--- src/rtl/ser_xmtr.sv ---
// ser_xmtr: parallel-to-serial frame transmitter.
// 16-bit words enter a small FIFO through a valid/ready handshake and leave
// MSB first on a three-wire link (o_sclk, o_fs, o_d) as back-to-back frames.
// Handshake: a word is taken on a rising i_clk edge when i_vld & o_rdy are
// both high; i_data must be stable while i_vld is high; o_rdy depends only
// on registered occupancy, never on i_vld.
// A single lead-in slot follows reset so the receiver's bit counter lines up
// with the first real word. Internal FSM state is in the signal 'state'.
module ser_xmtr #(
  parameter int          HALF_DIV   = 2,
  parameter int          FIFO_DEPTH = 4,
  parameter logic [15:0] IDLE_WORD  = 16'h0000
) (
  input  logic                          i_clk,
  input  logic                          rst,
  input  logic [15:0]                   i_data,
  input  logic                          i_vld,
  output logic                          o_rdy,
  output logic                          o_sclk,
  output logic                          o_fs,
  output logic                          o_d,
  output logic                          o_underrun,
  output logic [$clog2(FIFO_DEPTH):0]   o_level
);

  localparam int DW = $clog2(HALF_DIV) + 1;
  localparam int AW = $clog2(FIFO_DEPTH);
  localparam int LW = AW + 1;
  localparam logic [DW-1:0] DIV_LAST = DW'(HALF_DIV - 1);
  localparam logic [LW-1:0] LVL_FULL = LW'(FIFO_DEPTH);

  typedef enum logic [1:0] {
    LEAD  = 2'd0,
    START = 2'd1,
    SHIFT = 2'd2
  } state_t;

  state_t        state;
  logic [DW-1:0] div_cnt;
  logic [3:0]    bit_idx;
  logic [15:0]   shreg;

  logic [15:0]   mem [FIFO_DEPTH];
  logic [AW-1:0] wr_ptr;
  logic [AW-1:0] rd_ptr;

  logic          tick;
  logic          rise;
  logic          load;
  logic          push;
  logic          pop;
  logic          fifo_empty;
  logic [15:0]   load_word;

  // tick ends a half period; a rise event is a tick while sclk is still low
  assign tick       = (div_cnt == DIV_LAST);
  assign rise       = tick & ~o_sclk;
  assign fifo_empty = (o_level == '0);
  assign o_rdy      = (o_level != LVL_FULL);
  assign push       = i_vld & o_rdy;
  // a word is loaded at START and after the LSB slot of every frame
  assign load       = rise & ((state == START) | ((state == SHIFT) && (bit_idx == 4'd0)));
  // no bypass: an empty FIFO sends IDLE_WORD even if a write lands now
  assign pop        = load & ~fifo_empty;
  assign load_word  = fifo_empty ? IDLE_WORD : mem[rd_ptr];

  // serial clock divider: toggle o_sclk every HALF_DIV system clocks
  always_ff @(posedge i_clk or posedge rst) begin
    if (rst) begin
      div_cnt <= '0;
      o_sclk  <= 1'b0;
    end else if (tick) begin
      div_cnt <= '0;
      o_sclk  <= ~o_sclk;
    end else begin
      div_cnt <= div_cnt + DW'(1);
    end
  end

  // FIFO storage; contents need no reset since occupancy gates every read
  always_ff @(posedge i_clk) begin
    if (push) mem[wr_ptr] <= i_data;
  end

  // FIFO pointers and occupancy count
  always_ff @(posedge i_clk or posedge rst) begin
    if (rst) begin
      wr_ptr  <= '0;
      rd_ptr  <= '0;
      o_level <= '0;
    end else begin
      if (push) wr_ptr <= wr_ptr + AW'(1);
      if (pop)  rd_ptr <= rd_ptr + AW'(1);
      case ({push, pop})
        2'b10:   o_level <= o_level + LW'(1);
        2'b01:   o_level <= o_level - LW'(1);
        default: o_level <= o_level;
      endcase
    end
  end

  // framing FSM: advances and updates o_d/o_fs only on rise events
  always_ff @(posedge i_clk or posedge rst) begin
    if (rst) begin
      state      <= LEAD;
      bit_idx    <= 4'd0;
      shreg      <= 16'h0000;
      o_d        <= 1'b0;
      o_fs       <= 1'b0;
      o_underrun <= 1'b0;
    end else begin
      o_underrun <= 1'b0;
      if (rise) begin
        unique case (state)
          LEAD: begin
            o_d   <= 1'b0;
            o_fs  <= 1'b0;
            state <= START;
          end
          START: begin
            shreg      <= load_word;
            o_d        <= load_word[15];
            o_fs       <= 1'b0;
            bit_idx    <= 4'd15;
            o_underrun <= fifo_empty;
            state      <= SHIFT;
          end
          SHIFT: begin
            if (bit_idx == 4'd0) begin
              shreg      <= load_word;
              o_d        <= load_word[15];
              o_fs       <= 1'b0;
              bit_idx    <= 4'd15;
              o_underrun <= fifo_empty;
            end else if (bit_idx == 4'd1) begin
              o_d     <= shreg[0];
              o_fs    <= 1'b1;
              bit_idx <= 4'd0;
            end else begin
              o_d     <= shreg[bit_idx - 4'd1];
              o_fs    <= 1'b0;
              bit_idx <= bit_idx - 4'd1;
            end
          end
          default: state <= LEAD;
        endcase
      end
    end
  end

endmodule

--- config.mk ---
export PLATFORM = sky130hd
export DESIGN_NAME = ser_xmtr
export DESIGN_NICKNAME = d
export VERILOG_FILES = /design/src/rtl/ser_xmtr.sv
export SDC_FILE = /design/constraint.sdc
export NUM_CORES = 1
export LEC_CHECK = 0
export CORE_MARGIN = 8
export CORE_UTILIZATION = 40
export CTS_CLUSTER_SIZE = 20
export DETAILED_ROUTE_END_ITERATION = 6
export MAX_ROUTING_LAYER = met4
export PLACE_DENSITY = 0.61
export SYNTH_ARGS = -nofsm -noshare
export SYNTH_HDL_FRONTEND = slang
export SYNTH_SLANG_ARGS = --single-unit
--- constraint.sdc ---
create_clock -name i_clk -period 4.2 [get_ports i_clk]
set_input_delay 1.05 -clock i_clk [delete_from_list [all_inputs] [get_ports i_clk]]
set_output_delay 1.05 -clock i_clk [all_outputs]
set_load 0.01 [all_outputs]
Word level (Yosys, flattened, before mapping) --
Memories as Yosys holds them, arrays and structs flattened. Cells that the tools add are included. W data, S select, Z words.
Operators by class: add/sub/neg operators 6, divide/modulo/power cells 0, multipliers 0, reduce and logical (&&, ||, !) cells 14, shift-type cells 0, bitwise operators 8, mux-type cells 22, $lt $le $gt $ge 1, eq/ne operators 8
Operators by type and width (number):
- $mux W16 | 2
- $pmux W16 S2 | 1
- $mux W1 | 9
- $mux W4 | 2
- $pmux W4 S2 | 1
- $reduce_and A2 Y1 | 4
- $add A2 B1 Y2 const B | 3
- $eq A2 B1 Y1 const B | 3
- $pmux W2 S3 | 1
- $pmux W3 S2 | 1
- $reduce_bool A2 Y1 | 3
- $lt A4 B5 Y1 const B | 1
- $and A1 B1 Y1 | 4
- $bmux W1 S4 | 1
- $eq A2 B2 Y1 const B | 2
- $eq A4 B1 Y1 const B | 1
- $logic_not A4 Y1 | 1
- $pmux W1 S2 | 2
- $sub A4 B1 Y4 const B | 1
- $add A3 B1 Y3 const B | 1
- $logic_not A3 Y1 | 1
- $ne A3 B3 Y1 const B | 1
- $not A1 Y1 | 3
- $pmux W1 S3 | 1
- 9 further kinds | 9
Storage, ports and cells: bits in registers 35, bits in writable memories 64, memories 1, logic and storage cells 71, bits in latches 0, bits in read-only memories 0, input port bits 19
Memory list:
- mem | words 4, bits a word 16, read ports 1, clocked after Yosys merged registers in 0, write ports 1, line 43 | logic [15:0] mem [FIFO_DEPTH];

Depth between registers and ports, before layout --
depth in word-level cells 7, depth in mapped cells 11

Least setup slack after synthesis --
Ideal clock, no wire load.
path kind input -> register, from in i_vld, to reg o_level[2], stages 8, setup time 0.079 ns, path buffers 0, path slack 1.899 ns, arrival time 2.221 ns, required time 4.121 ns, cell sequence and2_1 -> inv_1 -> ha_1 -> inv_1 -> fa_1 -> xor2_1 -> nor2_1 -> xor2_1
On the way: longest elaborated chain between the ends 3, elaborated cells on any way between the ends 5
Ends and longest elaborated chain:
- start: declaration | line 17 | input logic i_vld,
- $and A1 B1 Y1 (*) | line 60 | assign push = i_vld & o_rdy;
- $eq A2 B1 Y1 / $eq A2 B2 Y1 (equally long branches) | line 94 | case ({push, pop})
- $pmux W3 S2 / $reduce_bool A2 Y1 (equally long branches)
- end signal: assignment | line 95 | 2'b10: o_level <= o_level + LW'(1);
- end signal: assignment | line 96 | 2'b01: o_level <= o_level - LW'(1);
- end signal: assignment | line 97 | default: o_level <= o_level;
- end: declaration | line 23 | output logic [$clog2(FIFO_DEPTH):0] o_level
Mark *: on every way between the ends. The rest lies on a longest branch, timed or not. A chain may end at the register's enable or synchronous reset.

Worst setup path in the final report --
from reg o_level[0], to out o_rdy
On the way: longest elaborated chain between the ends 1
Ends and longest elaborated chain:
- $ne A3 B3 Y1 | line 59 | assign o_rdy = (o_level != LVL_FULL);
- end: declaration | line 18 | output logic o_rdy,
No other way between the ends.

==> metrics.txt <==
run status=complete, no violations; layout cells sized above 1=about 13%; setup TNS=0 ps; CP max stage delay=around 580 ps; RR Endpoint=o_level[2]$_DFFE_PP0P_; die height=between 100 and 150 um; Worst slew margin=approximately 44%; critical path required time=~3200 ps; Synth Instances=approximately 270; syn_nets=305; worst vdd ir=about 190 uV; Slowest cell on crit path=clkdlybuf4s50_1; Routed Antenna Nets=0; flop-to-flop setup slack=roughly 1700 ps; initial DRC count=between 80 and 90; CTS root buffer=clkbuf_8; 1st-pass router iterations=4; setup violators final=0; Tightest Pin Transition=833 ps; sequential element share of the synthesized area=between 60% and 70%; fin cells=about 440; Netlist cell types=33; number of cell rows=37; Initial Util=about two fifths; Clock Pin Slew Worst Setup and Hold Paths=roughly 90 ps; Crit Path Category=register to output port; DRC=0; Fin. Hold Viols=0; fin crit period=~2700 ps; total congestion overflow=0; fin crit share=63.6%; Min-Delay Startpoint=div_cnt[0]$_DFF_PP0_; WP buf/inv=2; number of synthesis warnings=0; r2r startpoint=bit_idx[0]$_DFFE_PP0P_; ANT cells=0; largest fanout on the critical path=6; Mean Syn Cell Area=around 15 sq um; LEAKAGE=0.00186 uW; Post-CTS Repair Setup Buffers=0; H-tree levels=3; RSZ-0062 raised after global routing=no; CTS Hold Bufs=0; hpwl dp=between 4 and 5 mm; die width=between 100 and 150 um; Crit path depth=3; Hold EP=div_cnt[1]$_DFF_PP0_; Post-Syn Area=0.00414 sq mm; Hold/Removal Path Class=register to register; WL/cell=approximately 16 um; final WL=6.99 mm; R2R cell count=10; CTS sink count=slightly below 100; most frequent cells in the layout=64 x edfxtp_1, 35 x dfrtp_1, 29 x nand2_1; vias in the first global route=between 2,000 and 2,500; die footprint=0.0139 sq mm; Max Root-Sink Buffers=2; most common cell after layout, fill and taps aside=edfxtp_1; worst hold stages=1; core box area=0.0102 sq mm; GRT Total Usage=11.1%; Final GP Congestion=0.746; maximum number of pins on one net before global-route repair=36; initial antenna violation count=0; clock buffer count from CTS=9; Post-CTS Resized=0; CP Launch Type=register; Max Cap Viol=0; Via density=approximately 5; worst clock skew=between 10 and 15 ps; crit end category=output port; Cell Pwr Density=roughly 500 mW/mm^2; clk_lat worst skew=360 ps; final net count=between 300 and 400; I/O pins=27; total number of vias=~2,200; worst path cell trace=inv_1, nand3_1, clkdlybuf4s50_1; CTS tree=done; fill count=between 900 and 1,000; Crit path arrival time=1620 ps; first-pass GRT wire length=around 12 mm; Synth Register Bits=99; fin. max-slew vios=0; Port Buffers=26; CP delay by family, top=buffers and inverters; Placed Cells=roughly 430; Layout Area Growth over Synthesis=14.6%; fmax=between 0.3 and 0.4 GHz
[cells by family (layout without fill, tap and decap cells)]
logic type	count (synthesis)	in the layout	synth area share (%)
AOI/OAI and AO/OA	34	34	4.60
xor gates and xnor gates	8	8	1.69
adders and majority gates	14	14	4.41
buffers and inverters	36	72	3.54
DFF	99	99	67.6
muxes	22	22	11.4
and+or+nand+nor	59	59	6.77
[Yosys cell counts]
cell type  number  area, sq um
a31oi_1         4         25.0
nor3_1          2         10.0
fa_1            1         20.0
o21ai_0        23          115
mux2_2          1         11.3
inv_1          28          105
buf_2           3         15.0
a22o_1          1         8.76
mux2i_1         1         10.0
a211oi_1        1         7.51
or3_1           2         12.5
and2_1          2         12.5
nor2_1          7         26.3
a31o_2          1         8.76
nor3b_1         2         15.0
xor2_1          3         26.3
nand2b_1        3         18.8
a21boi_0        1         7.51
nand3_1         3         15.0
and3b_1         1         8.76
o31ai_1         1         7.51
dfrtp_1        35          876
edfxtp_1       64         1920
nand3b_1        2         15.0
buf_4           2         15.0
nand2_1        29          109
mux4_2         20          450
clkbuf_1        3         11.3
nor2b_1         2         12.5
and3_1          4         25.0
ha_1           13          163
xnor2_1         5         43.8
a21oi_1         2         10.0
[flip-flops by register name, indices dropped and copies added (netlist names)]
register    flops
bit_idx         4
div_cnt         2
mem            64
o_d             1
o_fs            1
o_level         3
o_sclk          1
o_underrun      1
rd_ptr          2
shreg          16
state           2
wr_ptr          2
[metal layers]
layer	part of all wire, %	GRT usage, %	vias up
li1	-	-	1045
met1	47	13.3	1079
met2	49	17.7	29
met3	3.0	3.12	9
met4	1.3	4.08	0
met5	0	-	-
[metrics by stage]
stage	cell area (sq um)	util [%]	worst slack (ps)	power [uW]	hold slack, ps
final	4740	46.6	1530	2390	456
after global routing	4740	46.6	1420	2530	480
after CTS	4740	46.6	1500	2430	454
after detailed placement	4540	44.6	1320	1810	443
after global placement	4540	44.6	1360	1790	429
after floorplan	4140	-	1900	1640	416
[worst register-to-register path, delay by kind of cell (launching register included)]
| family | cells | cell delay (ps) |
|---|---|---|
| AO/OA/AOI/OAI | 1 | 140 |
| flip-flops | 1 | 530 |
| XOR/XNOR | 2 | 300 |
| AND/OR/NAND/NOR | 2 | 400 |
| buffers and inverters | 2 | 230 |
| adder cells (fa/ha/maj) | 3 | 810 |
[how the worst max path moves through the flow]
stage | from | to | slack (ps)
detailed placement | i_vld | o_level[2]$_DFFE_PP0P_ | 1320
floorplan | i_vld | o_level[2]$_DFFE_PP0P_ | 1900
finish | o_level[0]$_DFFE_PP0P_ | o_rdy | 1530
global route | o_level[0]$_DFFE_PP0P_ | o_rdy | 1420
global placement | i_vld | o_level[2]$_DFFE_PP0P_ | 1360
CTS | o_level[0]$_DFFE_PP0P_ | o_rdy | 1500
[where the power goes]
group | leakage, uW | switching (uW) | internal (uW)
Sequential | 0.00101 | 77.6 | 1240
Combinational | 0.000757 | 233 | 224
Clock | 0.0000974 | 335 | 279
Total | 0.00186 | 645 | 1740
[layout make-up]
class	count	area, sq um	share of cell area (%)
Clock buffer	9	124	2.61
Clock inverter	7	76.3	1.61
Inverter	28	105	2.22
Multi-Input combinational cell	137	1190	25.2
Sequential cell	99	2800	59.0
Tap cell	136	170	3.59
Timing Repair Buffer	28	275	5.80
(Power assumes the default switching activity.)
